--- src/rtl/iterative_divider_param.sv ---
// Restoring sequential divider producing one quotient bit per clock, with
// optional signed (truncating) mode, remainder output and divide-by-zero flag.
module iterative_divider_param #(
    parameter int WIDTH  = 8,
    parameter int SIGNED = 0
) (
    input  logic             clk,
    input  logic             rst,
    input  logic [WIDTH-1:0] divider__lhs,
    input  logic             divider__lhs_vld,
    output logic             divider__lhs_rdy,
    input  logic [WIDTH-1:0] divider__rhs,
    input  logic             divider__rhs_vld,
    output logic             divider__rhs_rdy,
    output logic [WIDTH-1:0] divider__result,
    output logic [WIDTH-1:0] divider__rem,
    output logic             divider__div_zero,
    output logic             divider__result_vld,
    input  logic             divider__result_rdy
);

    localparam int CW = $clog2(WIDTH + 1);
    localparam bit SGN = (SIGNED != 0);

    localparam logic [1:0] ST_IDLE = 2'd0;
    localparam logic [1:0] ST_BUSY = 2'd1;
    localparam logic [1:0] ST_DONE = 2'd2;

    localparam logic [WIDTH-1:0] MIN_NEG = {1'b1, {(WIDTH-1){1'b0}}};
    localparam logic [WIDTH-1:0] MAX_POS = {1'b0, {(WIDTH-1){1'b1}}};

    logic [1:0]       state_q, state_d;
    logic [CW-1:0]    cnt_q, cnt_d;
    logic [WIDTH:0]   prem_q, prem_d;
    logic [WIDTH-1:0] quo_q, quo_d;
    logic [WIDTH-1:0] dvs_q, dvs_d;
    logic             negq_q, negq_d;
    logic             negr_q, negr_d;
    logic             zero_q, zero_d;
    logic [WIDTH-1:0] res_q, res_d;
    logic [WIDTH-1:0] rem_q, rem_d;
    logic             dz_q, dz_d;

    logic             accept;
    logic             lhs_neg, rhs_neg;
    logic [WIDTH-1:0] lhs_mag, rhs_mag;
    logic [WIDTH:0]   trial, diff, step_prem;
    logic             step_ge;
    logic [WIDTH-1:0] step_quo;

    assign accept  = (state_q == ST_IDLE) && divider__lhs_vld && divider__rhs_vld;
    assign lhs_neg = SGN && divider__lhs[WIDTH-1];
    assign rhs_neg = SGN && divider__rhs[WIDTH-1];
    assign lhs_mag = lhs_neg ? -divider__lhs : divider__lhs;
    assign rhs_mag = rhs_neg ? -divider__rhs : divider__rhs;

    // One restoring step: quo_q doubles as the dividend shift register
    assign trial     = {prem_q[WIDTH-1:0], quo_q[WIDTH-1]};
    assign diff      = trial - {1'b0, dvs_q};
    assign step_ge   = (trial >= {1'b0, dvs_q});
    assign step_prem = step_ge ? diff : trial;
    assign step_quo  = {quo_q[WIDTH-2:0], step_ge};

    always_comb begin
        state_d = state_q;
        cnt_d   = cnt_q;
        prem_d  = prem_q;
        quo_d   = quo_q;
        dvs_d   = dvs_q;
        negq_d  = negq_q;
        negr_d  = negr_q;
        zero_d  = zero_q;
        res_d   = res_q;
        rem_d   = rem_q;
        dz_d    = dz_q;
        case (state_q)
            ST_IDLE: begin
                if (accept) begin
                    prem_d  = '0;
                    quo_d   = lhs_mag;
                    dvs_d   = rhs_mag;
                    negq_d  = lhs_neg ^ rhs_neg;
                    negr_d  = lhs_neg;
                    zero_d  = (divider__rhs == '0);
                    cnt_d   = CW'(WIDTH);
                    state_d = ST_BUSY;
                end
            end
            ST_BUSY: begin
                // Zero divisor spends a single BUSY cycle so results land one edge after accept
                if (zero_q) begin
                    res_d   = SGN ? (negr_q ? MIN_NEG : MAX_POS) : '1;
                    rem_d   = negr_q ? -quo_q : quo_q;
                    dz_d    = 1'b1;
                    state_d = ST_DONE;
                end else begin
                    prem_d = step_prem;
                    quo_d  = step_quo;
                    cnt_d  = cnt_q - CW'(1);
                    if (cnt_q == CW'(1)) begin
                        res_d   = negq_q ? -step_quo : step_quo;
                        rem_d   = negr_q ? -step_prem[WIDTH-1:0] : step_prem[WIDTH-1:0];
                        dz_d    = 1'b0;
                        state_d = ST_DONE;
                    end
                end
            end
            ST_DONE: begin
                if (divider__result_rdy) begin
                    state_d = ST_IDLE;
                end
            end
            default: state_d = ST_IDLE;
        endcase
    end

    always_ff @(posedge clk) begin
        if (rst) begin
            state_q <= ST_IDLE;
            cnt_q   <= '0;
            prem_q  <= '0;
            quo_q   <= '0;
            dvs_q   <= '0;
            negq_q  <= 1'b0;
            negr_q  <= 1'b0;
            zero_q  <= 1'b0;
            res_q   <= '0;
            rem_q   <= '0;
            dz_q    <= 1'b0;
        end else begin
            state_q <= state_d;
            cnt_q   <= cnt_d;
            prem_q  <= prem_d;
            quo_q   <= quo_d;
            dvs_q   <= dvs_d;
            negq_q  <= negq_d;
            negr_q  <= negr_d;
            zero_q  <= zero_d;
            res_q   <= res_d;
            rem_q   <= rem_d;
            dz_q    <= dz_d;
        end
    end

    assign divider__lhs_rdy    = (state_q == ST_IDLE) && divider__rhs_vld && !rst;
    assign divider__rhs_rdy    = (state_q == ST_IDLE) && divider__lhs_vld && !rst;
    assign divider__result_vld = (state_q == ST_DONE);
    assign divider__result     = res_q;
    assign divider__rem        = rem_q;
    assign divider__div_zero   = dz_q;

endmodule
--- config.mk ---
export PLATFORM = sky130hd
export DESIGN_NAME = iterative_divider_param
export DESIGN_NICKNAME = d
export VERILOG_FILES = /design/src/rtl/iterative_divider_param.sv
export SDC_FILE = /design/constraint.sdc
export NUM_CORES = 1
export LEC_CHECK = 0
export CORE_UTILIZATION = 55
export CTS_BUF_LIST = sky130_fd_sc_hd__clkbuf_4 sky130_fd_sc_hd__clkbuf_8
export CTS_CLUSTER_DIAMETER = 80
export CTS_CLUSTER_SIZE = 10
export DETAILED_ROUTE_END_ITERATION = 7
export PLACE_DENSITY = 0.87
export SYNTH_ARGS = -nofsm -noshare
export SYNTH_HDL_FRONTEND = slang
export SYNTH_SLANG_ARGS = --single-unit
export TNS_END_PERCENT = 100
--- constraint.sdc ---
create_clock -name clk -period 3.4 [get_ports clk]
set_input_delay 1.02 -clock clk [delete_from_list [all_inputs] [get_ports clk]]
set_output_delay 1.02 -clock clk [all_outputs]
set_load 0.005 [all_outputs]
; Word level (Yosys, flattened, before mapping)
; Cells that the tools add are included.
[op_classes]
n_bitwise = 0
mux = 21
div = 0
order_cmp = 1
n_eq_ne = 7
n_mul = 0
shifts = 0
n_reduce_logical = 14
add_sub_neg = 2
[op_table]
columns = op, count
row1 = $mux 8, 9
row2 = $pmux 8 s2, 2
row3 = $ge 9x8->1, 1
row4 = $logic_not 8->1, 1
row5 = $mux 2, 4
row6 = $mux 4, 2
row7 = $pmux 4 s2, 1
row8 = $sub 8x8->8, 1
row9 = $pmux 2 s3, 1
row10 = $reduce_and 3->1, 2
row11 = $logic_and 1x1->1, 5
row12 = $eq 4x1->1 const B, 1
row13 = $ne 2x2->1 const B, 2
row14 = $reduce_and 2->1, 2
row15 = $reduce_bool 2->1, 2
row16 = $sub 4x1->4 const B, 1
row17 = $ne 3x3->1 const B, 1
row18 = $eq 2x1->1 const B, 1
row19 = $eq 2x2->1 const B, 1
row20 = $logic_not 2->1, 1
row21 = $mux 1, 2
row22 = $ne 2x1->1 const B, 1
row23 = $logic_not 1->1, 1
[word_totals]
mem_bits_rw = 0
word_cells = 54
romBits = 0
reg_bits = 48
mem_count = 0
in_bits = 21
out_inout_bits = 20
latch_bits = 0

; Depth between registers and ports, before layout
; Gate-level depths: netlist of the first run.
[depth]
depth_word = 5
depth_mapped = 10

; Least setup slack after synthesis of the first run
; No wires, ideal clock.
[synth_timing]
path_type = input to output
startpoint = input port rst
endpoint = output port divider__lhs_rdy
path_buffers = 1
path_stages = 3
setup_slack_ns = 0.902
t_arrival_ns = 1.478
path_cell_list = buf_1 nor3_1 and2_1
[synth_between]
elab_chain_len = 2
[synth_rtl]
columns = element, line_no
row1 = from (decl), 8  ; input logic rst,
row2 = $logic_not 1->1, 145  ; assign divider__lhs_rdy = (state_q == ST_IDLE) && divider__rhs_vld && !rst;
row3 = $logic_and 1x1->1, 145
row4 = to (decl), 11  ; output logic divider__lhs_rdy,
; Every way passes these cells.

; Worst setup path after layout of the first run
[layout_timing]
startpoint = input port rst
endpoint = output port divider__rhs_rdy
[layout_between]
elab_chain_len = 2
[layout_rtl]
columns = element, line_no
row1 = $logic_not 1->1, 146  ; assign divider__rhs_rdy = (state_q == ST_IDLE) && divider__lhs_vld && !rst;
row2 = $logic_and 1x1->1, 146
row3 = to (decl), 14  ; output logic divider__rhs_rdy,
; Every way passes these cells.

==> summary.txt, run 1 <==
Detailed routing
  • Final WL: 5868 um
  • DRC: 0
  • DR vias/cell: 5.939
  • Avg WL per Cell: 15.48 um
  • DR vias: 2251
  • Initial drt markers: 195
  • First-pass DRT Iterations: 4
  • ANT nets after route: 0

Synthesis
  • Synth Net Count: 321
  • Top cell type's share of synthesized area: 38.73%
  • Ranking of synthesized cells by area: dfxtp_1 (39%), mux2i_1 (5.2%), ha_1 (5.0%)
  • Post-Synthesis Cells: 289
  • Simple-gate portion of the synthesized area: 20.57%
  • Register area share after synthesis: 38.73%
  • Synth Area per Inst: 8.585 um^2
  • Compound-Gate Fraction of Synth Area: 22.95%
  • Yosys reg bits: 48
  • Synthesized area: 2481 um^2
  • Cell taking the most area after synthesis: dfxtp_1
  • Adder-cell share of the synthesized area: 5.850%
  • Cell variety after synth: 48
  • Largest family of logic cells by synthesized area: compound AO/OA/AOI/OAI gates
  • Synth async-reset ratio: 0%
  • Post-synth EDFFs: 0
  • Mux cell area share after synthesis: 5.850%
  • Post-Synth XOR/XNOR Area: 2.118%
  • Ys flop type: dfxtp_1
  • Ys Warns: 0

Pwr
  • Sw Share: 30.50%
  • Worst VDD drop: 379.8 uV
  • Switching power: 0.4403 mW
  • Sequential power share: 43.4%
  • Clock group share of total power: 30.7%
  • P per Cell Area: 474.0 nW/um^2
  • Comb pwr share: 25.9%
  • Int Pwr: 1.003 mW
  • Total Power: 1.444 mW
  • Leak: 1.124 nW

GRT
  • M1 GR Usage: 32.19%
  • Vias in the first global route: 2141
  • Total gr overflow: 0
  • Most Crowded Layer GR: met2
  • Initial antenna violation count: 0
  • Largest net degree at the start of global routing: 46
  • First-pass GRT wire length: 9756 um
  • GR Util All Layers: 25.37%
  • Met2 Track Usage GR: 41.96%
  • Met3 Resource Use GR: 3.655%

Floorplanning
  • Die height: 69.17 um
  • Die ar.: 4784 um^2
  • Core Region: 4354 um^2
  • # rows: 24
  • # IOs: 41
  • Starting density of the core: 56.98%
  • DIE WIDTH: 69.17 um

Clock network
  • CTS tree: built
  • CTS buffer count: 5
  • CTS sink cnt: 48
  • Clock Path Buffers: 2
  • Post-cts hold buffer count: 0
  • H-tree depth: 2
  • Clk slew on worst S/H paths: 0.09 ns
  • Clk Latency, worst-skew pair: 0.31 ns
  • CTS Root Buffer Type: clkbuf_8
  • # Post-CTS Setup Buffers: 0

Placed design
  • DP Worst Slack: 0.1169 ns
  • RePlAce Congestion: 0.8697
  • # placed instances: 371
  • DP Wirelength: 4041 um
  • IO Port Bufs: 40
  • Post-placement cell area: 2919 um^2

Final layout
  • Filler instances: 334
  • Commonest cells after routing, fill and taps aside: dfxtp_1 (48), clkdlybuf4s50_1 (40), nand2_1 (33), nor2_1 (33), a21oi_1 (24)
  • Multi-input logic area: 1430 um^2
  • Reg area: 960.9 um^2
  • Area Overhead vs Synth: 22.74%
  • Ant diodes: 0
  • Fin cells: 379
  • Share of layout cells above drive strength 1: 7.645%
  • Final Cell Area: 3045 um^2
  • Commonest non-fill, non-tap cell in the layout: dfxtp_1
  • Nets: 358

Worst setup path
  • Critical Path AT: 2.24 ns
  • Crit Path Category: primary input to output port
  • Worst EP required: 2.38 ns
  • Startpoint types: primary input
  • Critical path capture point type: output port
  • Maximum fanout along the worst path: 2

STA
  • # setup viols final: 0
  • Clock skew: 0.005678 ns
  • Post-route minimum period: 3.257 ns
  • Setup WS post-layout: 0.1425 ns
  • Relative max-transition margin: 43.01%
  • Final setup TNS: 0 ns
  • Slew Limit Fails: 0
  • Worst slew pin tran: 0.8537 ns
  • Fin. Hold Viols: 0
  • RSZ-0062 raised after global routing: no
  • Fmax achieved: 0.3070 GHz
  • Crit share post-route: 95.81%

Min path
  • HP Class: flip-flop to flip-flop

Run status
  • Outcome: complete, no violations

Job
  • Number of max-cap violations: 0
-- metrics by stage --
step / utilization (%) / hold slack (ns)
finish: 69.94 / 0.4662
global placement: 67.04 / 0.4436
floorplan: - / 0.4363
CTS: 69.83 / 0.4651
global route: 69.94 / 0.4899
detailed placement: 67.04 / 0.4526
-- sequential cells by signal (all words and copies together), names as in the netlist --
signal	cells
state_q	2
divider__div_zero	1
dvs_q	8
quo_q	8
prem_q	8
divider__result	8
divider__rem	8
zero_q	1
cnt_q	4
-- cells by family (layout without fill, tap and decap cells) --
logic type      Yosys count  after routing
compound gates           79             79
xor+xnor                  6              6
fa+ha+maj                11             11
buf+inv                  25             63
flops                    48             48
mux                      14             14
simple gates            106            106
-- layer usage --
layer  up-vias  wire [um]
li1       1111          -
met1      1063       2587
met2        63       2860
met3        14        282
met4         0        138
met5         -          0
-- Yosys cell counts (2+ instances only) --
library cell	count
a21o_1	5
mux2i_1	13
a211o_1	2
o22ai_1	4
o21a_1	2
inv_1	11
nor3_1	12
o21ai_1	5
o22a_1	6
buf_1	2
ha_1	10
and2_1	2
nor2b_1	2
nand3_1	2
nor4_1	3
dfxtp_1	48
a21oi_1	24
xnor2_1	3
nand2b_1	4
nand3b_1	2
and3_1	5
clkbuf_1	8
xor2_1	3
o21ai_0	3
a311oi_1	3
o21ai_2	2
a21oi_2	2
buf_2	3
or3_1	3
a211oi_1	13
nor2_1	33
nand2_1	33
-- final timing paths --
kind / from / endpoint / slack, ns / depth (start not counted)
max: rst / divider__rhs_rdy / 0.14 / 4
min: dvs_q[1] / dvs_q[1] / 0.47 / 2
max reg2reg: quo_q[7] / prem_q[6] / 1.01 / 10
min reg2reg: dvs_q[1] / dvs_q[1] / 0.47 / 2
-- timing repair --
item	in CTS	in global routing
endpoints found under the setup margin	0	1
hold endpoints to repair	0	0
resized for setup	0	1
-- worst max-delay path, cell delays in order --
cell and delay, ns:
clkdlybuf4s50_1 0.43, nor3_2 0.13, and2_1 0.15, clkdlybuf4s50_1 0.50
-- layout make-up --
cell class                 count  share of cell area (%)
clock buffer                   6                   2.712
clock inverter                 2                   1.274
inverter                      12                   1.479
multi-input combinational    216                   46.96
sequential                    48                   31.55
tap                           52                   2.136
timing repair buffer          43                   13.89
-- power groups by stage --
stage	Combinational, mW	Clock [mW]	Sequential, mW
final	0.374	0.443	0.627
after global routing	0.408	0.459	0.630
after CTS	0.370	0.442	0.626
after detailed placement	0.365	0	0.638
after global placement	0.357	0	0.637
after floorplan	0.283	0	0.627
Note: power is estimated with default switching activity, not from simulation.
==> run 2, diff against run 1 <==
Settings changed: CORE_UTILIZATION 55 to 31, PLACE_DENSITY 0.87 to 0.56.
==> run 2 against run 1 <==
Compared with the run above: sequential power about the same; sequential share of layout area down 0.33 points; flip-flop and latch count unchanged; routed wire length about the same; design area grew 1.1%; largest power group unchanged; highest routed layer unchanged.
==> summary.txt, run 2 (synthesis gave the netlist of run 1 again) <==
Worst setup path
  • Worst-path cell chain: clkdlybuf4s50_1 -> nor3_1 -> and2_1 -> clkdlybuf4s50_1
  • Worst R2R Start: quo_q[7]
  • Startpoint types: primary input
  • Max stage delay on crit path: 0.49 ns
  • Critical Path AT: 2.26 ns
  • Maximum fanout along the worst path: 2
  • Critical path capture point type: output port
  • Crit. Startpoint: rst
  • Worst EP required: 2.38 ns
  • Most frequent CP cell: clkdlybuf4s50_1
  • Crit Path Category: primary input to output port
  • Worst path slowest cell: clkdlybuf4s50_1

STA
  • Crit share post-route: 96.50%
  • Clock skew: 0.01310 ns
  • Relative max-transition margin: 62.81%
  • Worst slew pin tran: 0.5571 ns
  • Post-route minimum period: 3.281 ns
  • Slew Limit Fails: 0
  • Fmax achieved: 0.3048 GHz
  • RSZ-0062 raised after global routing: no
  • Final setup TNS: 0 ns
  • Fin. Hold Viols: 0
  • Setup WS post-layout: 0.1188 ns
  • # setup viols final: 0

Detailed routing
  • First-pass DRT Iterations: 4
  • Initial drt markers: 126
  • Final WL: 5873 um
  • DR vias: 2189
  • DRC: 0
  • Avg WL per Cell: 13.66 um
  • DR vias/cell: 5.091
  • ANT nets after route: 0

Final layout
  • Ant diodes: 0
  • Area Overhead vs Synth: 24.05%
  • Nets: 360
  • Commonest cells after routing, fill and taps aside: dfxtp_1 (48), clkdlybuf4s50_1 (40), nand2_1 (33), nor2_1 (33), a21oi_1 (24)
  • Final Cell Area: 3078 um^2
  • Share of layout cells above drive strength 1: 7.622%
  • Commonest non-fill, non-tap cell in the layout: dfxtp_1

GRT
  • Vias in the first global route: 2085
  • First-pass GRT wire length: 9846 um
  • Total gr overflow: 0
  • GR Util All Layers: 14.69%
  • Largest net degree at the start of global routing: 46
  • Initial antenna violation count: 0

Floorplanning
  • Starting density of the core: 32.11%
  • Die height: 91.47 um
  • Die ar.: 8366 um^2
  • # rows: 32
  • DIE WIDTH: 91.47 um
  • Core Region: 7727 um^2
  • # IOs: 41

Clock network
  • CTS Root Buffer Type: clkbuf_8
  • Clock Path Buffers: 2
  • CTS tree: built
  • CTS buffer count: 5
  • Post-CTS Resized: 0
  • Clk slew on worst S/H paths: 0.09 ns
  • CTS sink cnt: 48
  • H-tree depth: 2
  • # Post-CTS Setup Buffers: 0
  • Clk Latency, worst-skew pair: 0.30 ns
  • Post-cts hold buffer count: 0

Job
  • Number of max-cap violations: 0

Placed design
  • RePlAce Congestion: 0.7709
  • DP Worst Slack: 0.1124 ns
  • IO Port Bufs: 40
  • DP Wirelength: 4423 um
  • Post-placement cell area: 2997 um^2

Min path
  • Hold_sp: dvs_q[4]
  • HP Class: flip-flop to flip-flop

Pwr
  • Worst VDD drop: 176.4 uV
  • Leak: 1.111 nW
  • P per Cell Area: 429.7 nW/um^2

Run status
  • Outcome: complete, no violations
run 2: area by class of cell:
type                            count  area [um^2]
Clock buffer                        5        68.82
Clock inverter                      2        12.51
Fill cell                         789         4649
Inverter                           12        45.04
Multi-Input combinational cell    216         1425
Sequential cell                    48        960.9
Tap cell                          102        127.6
Timing Repair Buffer               45        437.9
run 2: worst max-delay path, delay by kind of cell:
kind / cells / cell delay, ns
buffers and inverters: 2 / 0.91
and+or+nand+nor: 2 / 0.33
run 2: power by group:
group          switching [mW]  internal (mW)
Combinational           0.199          0.171
Clock                   0.185          0.140
Sequential             0.0342          0.593
run 2: per-stage QoR:
stage / utilization, % / power (mW) / cells / hold WS [ns]
after CTS: 39.83 / 1.338 / 430 / 0.4616
after global placement: 38.78 / 1.008 / 423 / 0.4471
final: 39.83 / 1.323 / 430 / 0.4571
after global routing: 39.83 / 1.401 / 430 / 0.4833
after floorplan: - / 0.9096 / 289 / 0.4363
after detailed placement: 38.78 / 1.011 / 423 / 0.4494
run 2: final timing paths:
path | endpoint | slack, ns | cells past startpoint
max | divider__rhs_rdy | 0.12 | 4
max reg2reg | prem_q[6] | 1.07 | 10
min | dvs_q[4] | 0.46 | 2
min reg2reg | dvs_q[4] | 0.46 | 2
run 2: routing by layer:
layer / up-vias / global-route usage, % / wire length, um
li1: 1111 / - / -
met1: 1030 / 18.90 / 2858
met2: 40 / 24.00 / 2736
met3: 8 / 2.931 / 166
met4: 0 / 5.820 / 111
met5: - / 0 / 0
